$ cat src/rtl/imem_arbiter.sv
// Single-port access controller for the instruction memory: round-robin between
// core fetch and a loader/debug port, with a timeout-bounded loader lock.
module imem_arbiter #(
  parameter int Addr_bits = 32,
  parameter int Word_size = 32,
  parameter int MAX_LOCK  = 16
) (
  input  logic                 clk,
  input  logic                 rst_n,
  input  logic                 f_req,
  input  logic [Addr_bits-1:0] f_addr,
  output logic                 f_gnt,
  output logic                 f_rvalid,
  output logic [Word_size-1:0] f_rdata,
  input  logic                 l_req,
  input  logic                 l_we,
  input  logic                 l_lock,
  input  logic [Addr_bits-1:0] l_addr,
  input  logic [Word_size-1:0] l_wdata,
  output logic                 l_gnt,
  output logic                 l_rvalid,
  output logic [Word_size-1:0] l_rdata,
  output logic [Addr_bits-1:0] mem_addr,
  output logic                 mem_we,
  output logic [Word_size-1:0] mem_wdata,
  input  logic [Word_size-1:0] mem_rdata,
  output logic                 dbg_state_o
);

  localparam int CW = $clog2(MAX_LOCK + 1);

  // Handshake: a requester raises req with addr/we/wdata and holds them stable
  // until it sees gnt=1 in the same cycle; the access completes on that edge.
  // Reads return data with rvalid exactly one cycle after the grant.
  typedef enum logic {ARB = 1'b0, LOCK = 1'b1} state_e;

  state_e         state_q, state_d;
  logic           last_q, last_d;
  logic [CW-1:0]  lock_cnt_q, lock_cnt_d;
  logic           f_rvalid_q, f_rvalid_d;
  logic           l_rvalid_q, l_rvalid_d;
  logic [Word_size-1:0] f_rdata_q, f_rdata_d;
  logic [Word_size-1:0] l_rdata_q, l_rdata_d;

  always_comb begin
    state_d    = state_q;
    last_d     = last_q;
    lock_cnt_d = lock_cnt_q;
    f_gnt      = 1'b0;
    l_gnt      = 1'b0;
    case (state_q)
      ARB: begin
        // last_q=1 means the loader won most recently, so fetch wins a tie.
        if (f_req && (!l_req || last_q)) f_gnt = 1'b1;
        else if (l_req)                  l_gnt = 1'b1;
        if (f_gnt) last_d = 1'b0;
        if (l_gnt) begin
          last_d = 1'b1;
          if (l_lock) begin
            state_d    = LOCK;
            lock_cnt_d = CW'(1);
          end
        end
      end
      LOCK: begin
        l_gnt      = l_req;
        lock_cnt_d = lock_cnt_q + CW'(1);
        if (l_gnt) last_d = 1'b1;
        // Both voluntary exits reduce to l_lock dropping; the timeout wins over both.
        if (lock_cnt_q == CW'(MAX_LOCK)) begin
          state_d    = ARB;
          last_d     = 1'b1;
          lock_cnt_d = '0;
        end else if (!l_lock) begin
          state_d    = ARB;
          lock_cnt_d = '0;
        end
      end
      default: state_d = ARB;
    endcase
  end

  assign mem_addr  = l_gnt ? l_addr : f_addr;
  assign mem_we    = l_gnt & l_we;
  assign mem_wdata = l_wdata;

  always_comb begin
    f_rvalid_d = f_gnt;
    l_rvalid_d = l_gnt & ~l_we;
    f_rdata_d  = f_gnt ? mem_rdata : f_rdata_q;
    l_rdata_d  = l_rvalid_d ? mem_rdata : l_rdata_q;
  end

  always_ff @(posedge clk or negedge rst_n) begin
    if (!rst_n) begin
      state_q    <= ARB;
      last_q     <= 1'b1;
      lock_cnt_q <= '0;
      f_rvalid_q <= 1'b0;
      l_rvalid_q <= 1'b0;
      f_rdata_q  <= '0;
      l_rdata_q  <= '0;
    end else begin
      state_q    <= state_d;
      last_q     <= last_d;
      lock_cnt_q <= lock_cnt_d;
      f_rvalid_q <= f_rvalid_d;
      l_rvalid_q <= l_rvalid_d;
      f_rdata_q  <= f_rdata_d;
      l_rdata_q  <= l_rdata_d;
    end
  end

  assign f_rvalid    = f_rvalid_q;
  assign l_rvalid    = l_rvalid_q;
  assign f_rdata     = f_rdata_q;
  assign l_rdata     = l_rdata_q;
  assign dbg_state_o = state_q;

endmodule

$ cat config.mk
export PLATFORM = sky130hd
export DESIGN_NAME = imem_arbiter
export DESIGN_NICKNAME = d
export VERILOG_FILES = /design/src/rtl/imem_arbiter.sv
export SDC_FILE = /design/constraint.sdc
export NUM_CORES = 1
export LEC_CHECK = 0
export ABC_AREA = 1
export CAP_MARGIN = 40
export CORE_AREA = 2 2 103 105
export DETAILED_ROUTE_END_ITERATION = 16
export DIE_AREA = 0 0 105 107
export PLACE_DENSITY = 0.8
export SETUP_SLACK_MARGIN = 0.3
export SYNTH_ARGS = -nofsm -noshare
export SYNTH_HDL_FRONTEND = slang
export SYNTH_SLANG_ARGS = --single-unit
$ cat constraint.sdc
create_clock -name clk -period 2.98 [get_ports clk]
set_input_delay 0.596 -clock clk [delete_from_list [all_inputs] [get_ports clk]]
set_output_delay 0.596 -clock clk [all_outputs]
set_load 0.01 [all_outputs]
Yosys cells after proc, flatten, opt, wreduce, memory -nomap -nowiden. Index checks and enable logic that the tools add are counted.

Add/subtract/negate cells: 1. Multipliers: 0. Div/mod/pow operators: 0. $lt $le $gt $ge: 0. Eq/ne operators: 5. Shift operators: 0. Multiplexer cells: 22. Bitwise gates (word level): 4. Reductions and logical operators: 5.

Operators by type and width (number): 2-to-1 mux 32 bit (1); 2-to-1 mux 5 bit (4); 2-to-1 mux 1 bit (13); case mux 5 bit (2 select lines) (1); case mux 1 bit (2 select lines) (3); adder 5 x 1 -> 5 bit (second input constant) (1); == test 5 bit (second input constant) (1); inequality test 2 bit (second input constant) (2); AND reduction 2 bit (2); inequality test 3 x 2 -> 1 bit (second input constant) (1); inequality test 3 bit (second input constant) (1); bitwise AND 1 bit (2); NOT 1 bit (2); logical AND 1 bit (1); zero test 1 bit (1); logical OR 1 bit (1).

Register bits: 73. Latch bits: 0. Bits in writable memories: 0. ROM bits: 0. Bits of input ports: 134. Output and inout bits: 134. Logic and storage cells: 44. Memories kept: 0.

Logic depth before layout (Yosys ltp). Gate-level depths: netlist (run 1).

Depth after elaboration: 8. Depth in mapped cells: 8. Gate-level depth less buffers: 8.

Worst setup path after synthesis (run 1). OpenSTA, ideal clock, no wires.

Kind: in2out. Start point: input port l_req. End point: output port mem_addr[22]. Arrival time: 1.361 ns. Required time: 2.384 ns. Slack: 1.023 ns. Stages: 8. Buffers on the path: 2. Cells stage by stage: buf_4 > nand2_2 > nand2_4 > nand2_4 > inv_4 > buf_4 > nand2_1 > nand2_1.

Longest elaborated chain between the ends: 7. Elaborated cells between the ends (all ways): 8. Classes of those cells: mux (5); reduce/logical (3).

RTL lines: start, declared (line 15) `input logic l_req,`; zero test 1 bit (line 54) `if (f_req && (!l_req || last_q)) f_gnt = 1'b1;`; logical OR 1 bit (line 54); logical AND 1 bit (line 54); 2-to-1 mux 1 bit (line 54); 2-to-1 mux 1 bit (line 51) `case (state_q)`; case mux 1 bit (2 select lines) (*) (line 51); net l_gnt (line 20) `output logic l_gnt,`; 2-to-1 mux 32 bit (*) (line 83) `assign mem_addr = l_gnt ? l_addr : f_addr;`; end, declared (line 23) `output logic [Addr_bits-1:0] mem_addr,`.

The timed path passes the listed nets; every way through them passes the cells marked *. The select of a mux whose other input is x is not followed.

Final worst setup path (run 1).
Start point: input port l_req. End point: output port l_gnt.

Longest elaborated chain between the ends: 6. Elaborated cells between the ends (all ways): 7. Classes of those cells: mux (4); reduce/logical (3).

RTL lines (line): zero test 1 bit (54); logical OR 1 bit (54); logical AND 1 bit (54); 2-to-1 mux 1 bit (54); 2-to-1 mux 1 bit (51); case mux 1 bit (2 select lines) (*) (51); end, declared (20).

Mark *: on every way between the ends. The rest lies on a longest branch, timed or not. The select of a mux whose other input is x is not followed.

==> flow_summary.toml, run 1 <==
[status]
status = "complete, no violations"

[power_and_ir_drop]
p_sw_uw = 955.1
power_frac_clock_pct = 26.1
pwr-share-seq_pct = 40.5
p_leak_nw = 3.027
intPower_mw = 2.186
p_sw_share_pct = 30.41
ir_drop_v = 0.0002271
p_comb_share_pct = 33.4
power-per-cell-area_mw_per_mm2 = 539.1

[placed_design]
routabilityCongestion = 0.9615
dpl_cell_area_mm2 = 0.005570
portBuffers = 203
dp_hpwl_um = 9400
place_inst = 766

[timing]
relSlewSlack_pct = 55.12
rsz0062_at_grt = "yes"
max_freq_ghz = 0.3714
skew_ns = 0.01380
maxSlewViolCount = 0
timing.final.crit_share_pct = 90.36
fin_crit_ns = 2.693
whs_ns = 0.1905
hold_violations = 0
setup_viol = 0
finalSetupTns_ns = 0
worstMarginPinSlew_ns = 0.6732

[synthesis]
ys_seq_area_share_pct = 49.80
synth_seq_cells = 73
syn_area_mm2 = 0.003671
avgSynthCellArea_um2 = 7.745
yosysWarnings = 0
synth_cell_types = 24
postSynthCellCount = 474
syn-num-nets = 610

[cts]
root_buffer = "clkbuf_8"
cts_sinks = 73
cts_hold_buf = 0
numCtsBuffers = 9
htree_levels = 3
cts_tree = "yes"
clk_pin_slew_ns = 0.08
insertion_delay_ns = 0.35
clockBufferDepth = 2

[drt]
wl_per_cell_um = 15.93
postRouteAntennaNets = 0
first_pass_iters = 4
drc = 0
drt_iter0_drc = 173
via_per_inst = 4.833
vias = 3789
wl_um = 12490

[worst_setup_path]
r2r_setup_slack_ns = 1.02
crit_buf_inv = 3
crit_family = "buffers and inverters"
path_cells = "clkdlybuf4s50_1 -> nand2_2 -> nand2_4 -> nand2_4 -> inv_6 -> clkdlybuf4s50_1"
regToRegEndpoint = "l_rdata[30]"
crit_path_top_delay_cell = "clkdlybuf4s50_1"
max_stage_delay_ns = 0.58
r2r_cells = 8
cp-startpoint = "l_req"
crit_fanout = 33
crit_path_start_kind = "input pin"
worstSetupEndpoint = "l_gnt"
worstSetupPathType = "input pin to output port"
cp_data_required_time_ns = 2.38
cp.arrival_ns = 2.10
worst_setup_path_end_kind = "output port"
crit_cells = 6
timing.rr.start = "dbg_state_o"

[global_route]
grt_pass1_wl_um = 18910
antenna_found_initial = 0
grt_max_degree = 68
grt_util_all_layers_pct = 21.77
grt_pass1_vias = 3776
gr-total-overflow = 0

[layout]
drive_above_1_share_pct = 8.796
num_antenna_cells = 0
final_area_mm2 = 0.005826
stdcell_count = 784
syn2layout_area_growth_pct = 58.69
nNetsFinal = 779
final_util_pct = 57.72
layout_commonest_cell = "nand2_1"
layout_common_cells = "272 x nand2_1, 168 x clkdlybuf4s50_1, 72 x dfrtp_1, 34 x nand4_1"

[floorplanning]
num_rows = 37
core_area_mm2 = 0.01009
start_util_pct = 36.37
die-area_mm2 = 0.01124
die_x_um = 105
ios = 268
die_h_um = 107

[min_path]
min_path_type = "input pin to async pin"

[flow_run]
drv_cap = 0
[kinds of logic after synthesis]
| kind of cell | after synthesis | share of synthesized area [%] |
|---|---|---|
| buf+inv | 69 | 11.89 |
| simple gates | 326 | 37.01 |
| flops | 73 | 49.80 |
| compound gates | 4 | 0.6135 |
| fa+ha+maj | 2 | 0.6816 |
[area by class of cell]
class	instances	area [um2]
clock buffer	12	165.2
inverter	11	46.29
fill	933	4267
clock inverter	4	50.05
sequential	73	1828
multi-input combinational	332	1411
tap	136	170.2
timing repair buffer	216	2155
[per-layer routing]
metal | vias up | part of all wire, % | track usage (%)
met5 | - | 0 | 0
met4 | 0 | 4.2 | 14.00
met3 | 27 | 8.4 | 5.167
met1 | 1779 | 36 | 22.66
li1 | 1786 | - | -
met2 | 197 | 52 | 39.29
[per-stage QoR]
| step | worst slack (ns) | power, mW |
|---|---|---|
| floorplan | 1.023 | 1.720 |
| global placement | 0.06782 | 2.333 |
| detailed placement | 0.04970 | 2.361 |
| CTS | 0.07325 | 3.182 |
| global route | 0.2324 | 3.302 |
| finish | 0.2873 | 3.141 |
[worst min-delay path by stage]
stage,slack (ns),startpoint,depth (start not counted),to
final,0.19,rst_n,1,f_rdata[8]
after global routing,0.22,rst_n,1,lock_cnt_q[0]
after CTS,0.20,rst_n,1,lock_cnt_q[2]
after detailed placement,0.46,l_rdata[0],2,l_rdata[0]
after global placement,0.46,l_rdata[1],2,l_rdata[1]
after floorplan,0.30,rst_n,0,dbg_state_o
[registers in the layout (all words and copies together) (netlist names)]
name         flops
l_rvalid         1
l_rdata         32
dbg_state_o      1
last_q           1
f_rdata         32
f_rvalid         1
lock_cnt_q       5
[timing repair]
| item | in CTS | in global routing |
|---|---|---|
| setup endpoints to repair | 33 | 33 |
| gates resized for setup | 45 | 23 |
| gates cloned | 1 | 0 |
| setup buffers | 1 | 0 |
| endpoints found under the hold margin | 0 | 0 |
| pin swaps | 1 | 0 |
[Yosys cell counts]
| cell type | n | share of area, % |
|---|---|---|
| o21bai_1 | 1 | 0.20 |
| ha_1 | 2 | 0.68 |
| nand4_1 | 34 | 5.8 |
| buf_4 | 39 | 8.0 |
| nand2_1 | 272 | 28 |
| buf_6 | 2 | 0.61 |
| clkbuf_1 | 6 | 0.61 |
| nor2_2 | 1 | 0.17 |
| inv_1 | 8 | 0.82 |
| dfrtp_1 | 72 | 49 |
| dfstp_2 | 1 | 0.72 |
| inv_4 | 1 | 0.17 |
| or2_2 | 3 | 0.51 |
| nor3b_1 | 1 | 0.20 |
| a21oi_1 | 2 | 0.27 |
| nand3_2 | 2 | 0.55 |
| o21ai_0 | 1 | 0.14 |
| nand2_2 | 1 | 0.17 |
| clkinv_1 | 1 | 0.10 |
| nor2_1 | 5 | 0.51 |
| buf_2 | 11 | 1.5 |
| nand3_1 | 5 | 0.68 |
| nand2_4 | 2 | 0.61 |
| inv_2 | 1 | 0.10 |
[power by group through the flow]
| stage | sequential (mW) | clock, mW | combinational [mW] |
|---|---|---|---|
| after CTS | 1.27 | 0.837 | 1.07 |
| after global routing | 1.29 | 0.871 | 1.14 |
| after detailed placement | 1.29 | 0 | 1.07 |
| final | 1.27 | 0.819 | 1.05 |
| after global placement | 1.28 | 0 | 1.05 |
| after floorplan | 1.35 | 0 | 0.369 |
Power figures use the tool's default switching activity.
==> inputs of run 2 (changes only) <==
==> constraint.sdc (replaced) <==
create_clock -name clk -period 2.98 [get_ports clk]
set_input_delay 0.745 -clock clk [delete_from_list [all_inputs] [get_ports clk]]
set_output_delay 0.745 -clock clk [all_outputs]
set_load 0.01 [all_outputs]
==> flow_summary.toml, run 2 (synthesis results as in run 1) <==
[worst_setup_path]
crit_path_start_kind = "input pin"
crit_family = "buffers and inverters"
crit_fanout = 19
worst_setup_path_end_kind = "output port"
max_stage_delay_ns = 0.21
crit_buf_inv = 5
worstSetupPathType = "input pin to output port"
cp_data_required_time_ns = 2.24
path_cells = "dlygate4sd2_1 -> inv_2 -> nor2_4 -> nand2_4 -> nand2_8 -> inv_4 -> buf_12 -> nand2_1 -> nand2_2 -> buf_2"
cp.arrival_ns = 1.81
crit_path_top_delay_cell = "dlygate4sd2_1"

[layout]
nNetsFinal = 788
final_util_pct = 57.57
layout_common_cells = "269 x nand2_1, 165 x clkdlybuf4s50_1, 72 x dfrtp_1, 34 x nand4_1, 33 x buf_2"
layout_commonest_cell = "nand2_1"
drive_above_1_share_pct = 13.39
syn2layout_area_growth_pct = 58.28
fillers = 970
num_antenna_cells = 0

[placed_design]
pre_cts_ws_ns = -0.2449
routabilityCongestion = 0.9382
portBuffers = 203
dp_hpwl_um = 9178

[floorplanning]
die_x_um = 105
start_util_pct = 36.37
ios = 268
die-area_mm2 = 0.01124
num_rows = 37
core_area_mm2 = 0.01009
die_h_um = 107

[global_route]
gr-total-overflow = 0
grt_util_all_layers_pct = 21.58
grt_pass1_vias = 3855
grt_pass1_wl_um = 18930
antenna_found_initial = 0
grt_max_degree = 68

[drt]
wl_um = 12290
drt_iter0_drc = 214
via_per_inst = 4.753
wl_per_cell_um = 15.50
drc = 0
vias = 3769
postRouteAntennaNets = 0
first_pass_iters = 5

[timing]
worstMarginPinSlew_ns = 0.7534
relSlewSlack_pct = 49.77
fin_crit_ns = 2.557
maxSlewViolCount = 0
setup_ws_ns = 0.4228
max_freq_ghz = 0.3910
hold_violations = 0
whs_ns = 0.4551
timing.final.crit_share_pct = 85.81
setup_viol = 0
skew_ns = 0.01345
finalSetupTns_ns = 0
rsz0062_at_grt = "no"

[min_path]
min_path_type = "input pin to async pin"

[cts]
numCtsBuffers = 9
clk_pin_slew_ns = 0.09
insertion_delay_ns = 0.35
cts_tree = "yes"
clockBufferDepth = 2
cts_sinks = 73
htree_levels = 3
root_buffer = "clkbuf_8"

[flow_run]
drv_cap = 0

[power_and_ir_drop]
ir_drop_v = 0.0002505
p_leak_nw = 2.949
finalPower_mw = 3.207
power-per-cell-area_mw_per_mm2 = 551.9

[status]
status = "complete, no violations"
run 2: final cells by class:
class,instances,area [um2],share of cell area [%]
Clock buffer,9,123.9,2.132
Clock inverter,7,101.3,1.744
Inverter,11,43.79,0.7537
Multi-Input combinational cell,332,1428,24.57
Sequential cell,73,1828,31.46
Tap cell,136,170.2,2.929
Timing Repair Buffer,225,2116,36.41
run 2: per-stage QoR:
step / cells / instance area (um2)
5_1_grt: 793 / 5811
2_1_floorplan: 474 / 3671
6_report: 793 / 5811
3_5_place_dp: 768 / 5623
3_3_place_gp: 768 / 5623
4_1_cts: 793 / 5811
run 2: timing repair:
| item | CTS | global route |
|---|---|---|
| buffers inserted | 8 | 0 |
| hold buffers | 0 | 0 |
| setup endpoints to repair | 35 | 0 |
| gates resized for setup | 144 | 0 |
run 2: metal layers:
| metal | vias to the layer above | track usage, % | share of wire, % |
|---|---|---|---|
| met5 | - | 0 | 0 |
| met4 | 0 | 11.62 | 3.9 |
| met3 | 30 | 6.991 | 9.1 |
| met2 | 174 | 39.70 | 52 |
| met1 | 1758 | 21.54 | 35 |
| li1 | 1807 | - | - |
run 2: worst paths after layout:
| path | start | endpoint | slack [ns] | cells past startpoint |
|---|---|---|---|---|
| worst max-delay path | f_req | mem_addr[31] | 0.42 | 10 |
| worst min-delay path | rst_n | f_rdata[7] | 0.46 | 1 |
| worst max register to register | dbg_state_o | l_rdata[8] | 0.91 | 9 |
| worst min register to register | l_rdata[19] | l_rdata[19] | 0.47 | 2 |
| max in group asynchronous | rst_n | l_rdata[25] | 1.83 | 2 |
| min in group clk | l_rdata[19] | l_rdata[19] | 0.47 | 2 |
run 2: worst reg2reg max path: cells and delay by family (launching register included):
kind,cells,cell delay (ns)
buffers and inverters,4,1.01
flip-flops,1,0.49
AND/OR/NAND/NOR,5,0.49
run 2: where the power goes:
group / total [mW] / internal (mW) / switching, mW
clock network: 0.878 / 0.480 / 0.398
registers: 1.27 / 1.16 / 0.109
logic: 1.06 / 0.571 / 0.486
total: 3.21 / 2.21 / 0.994
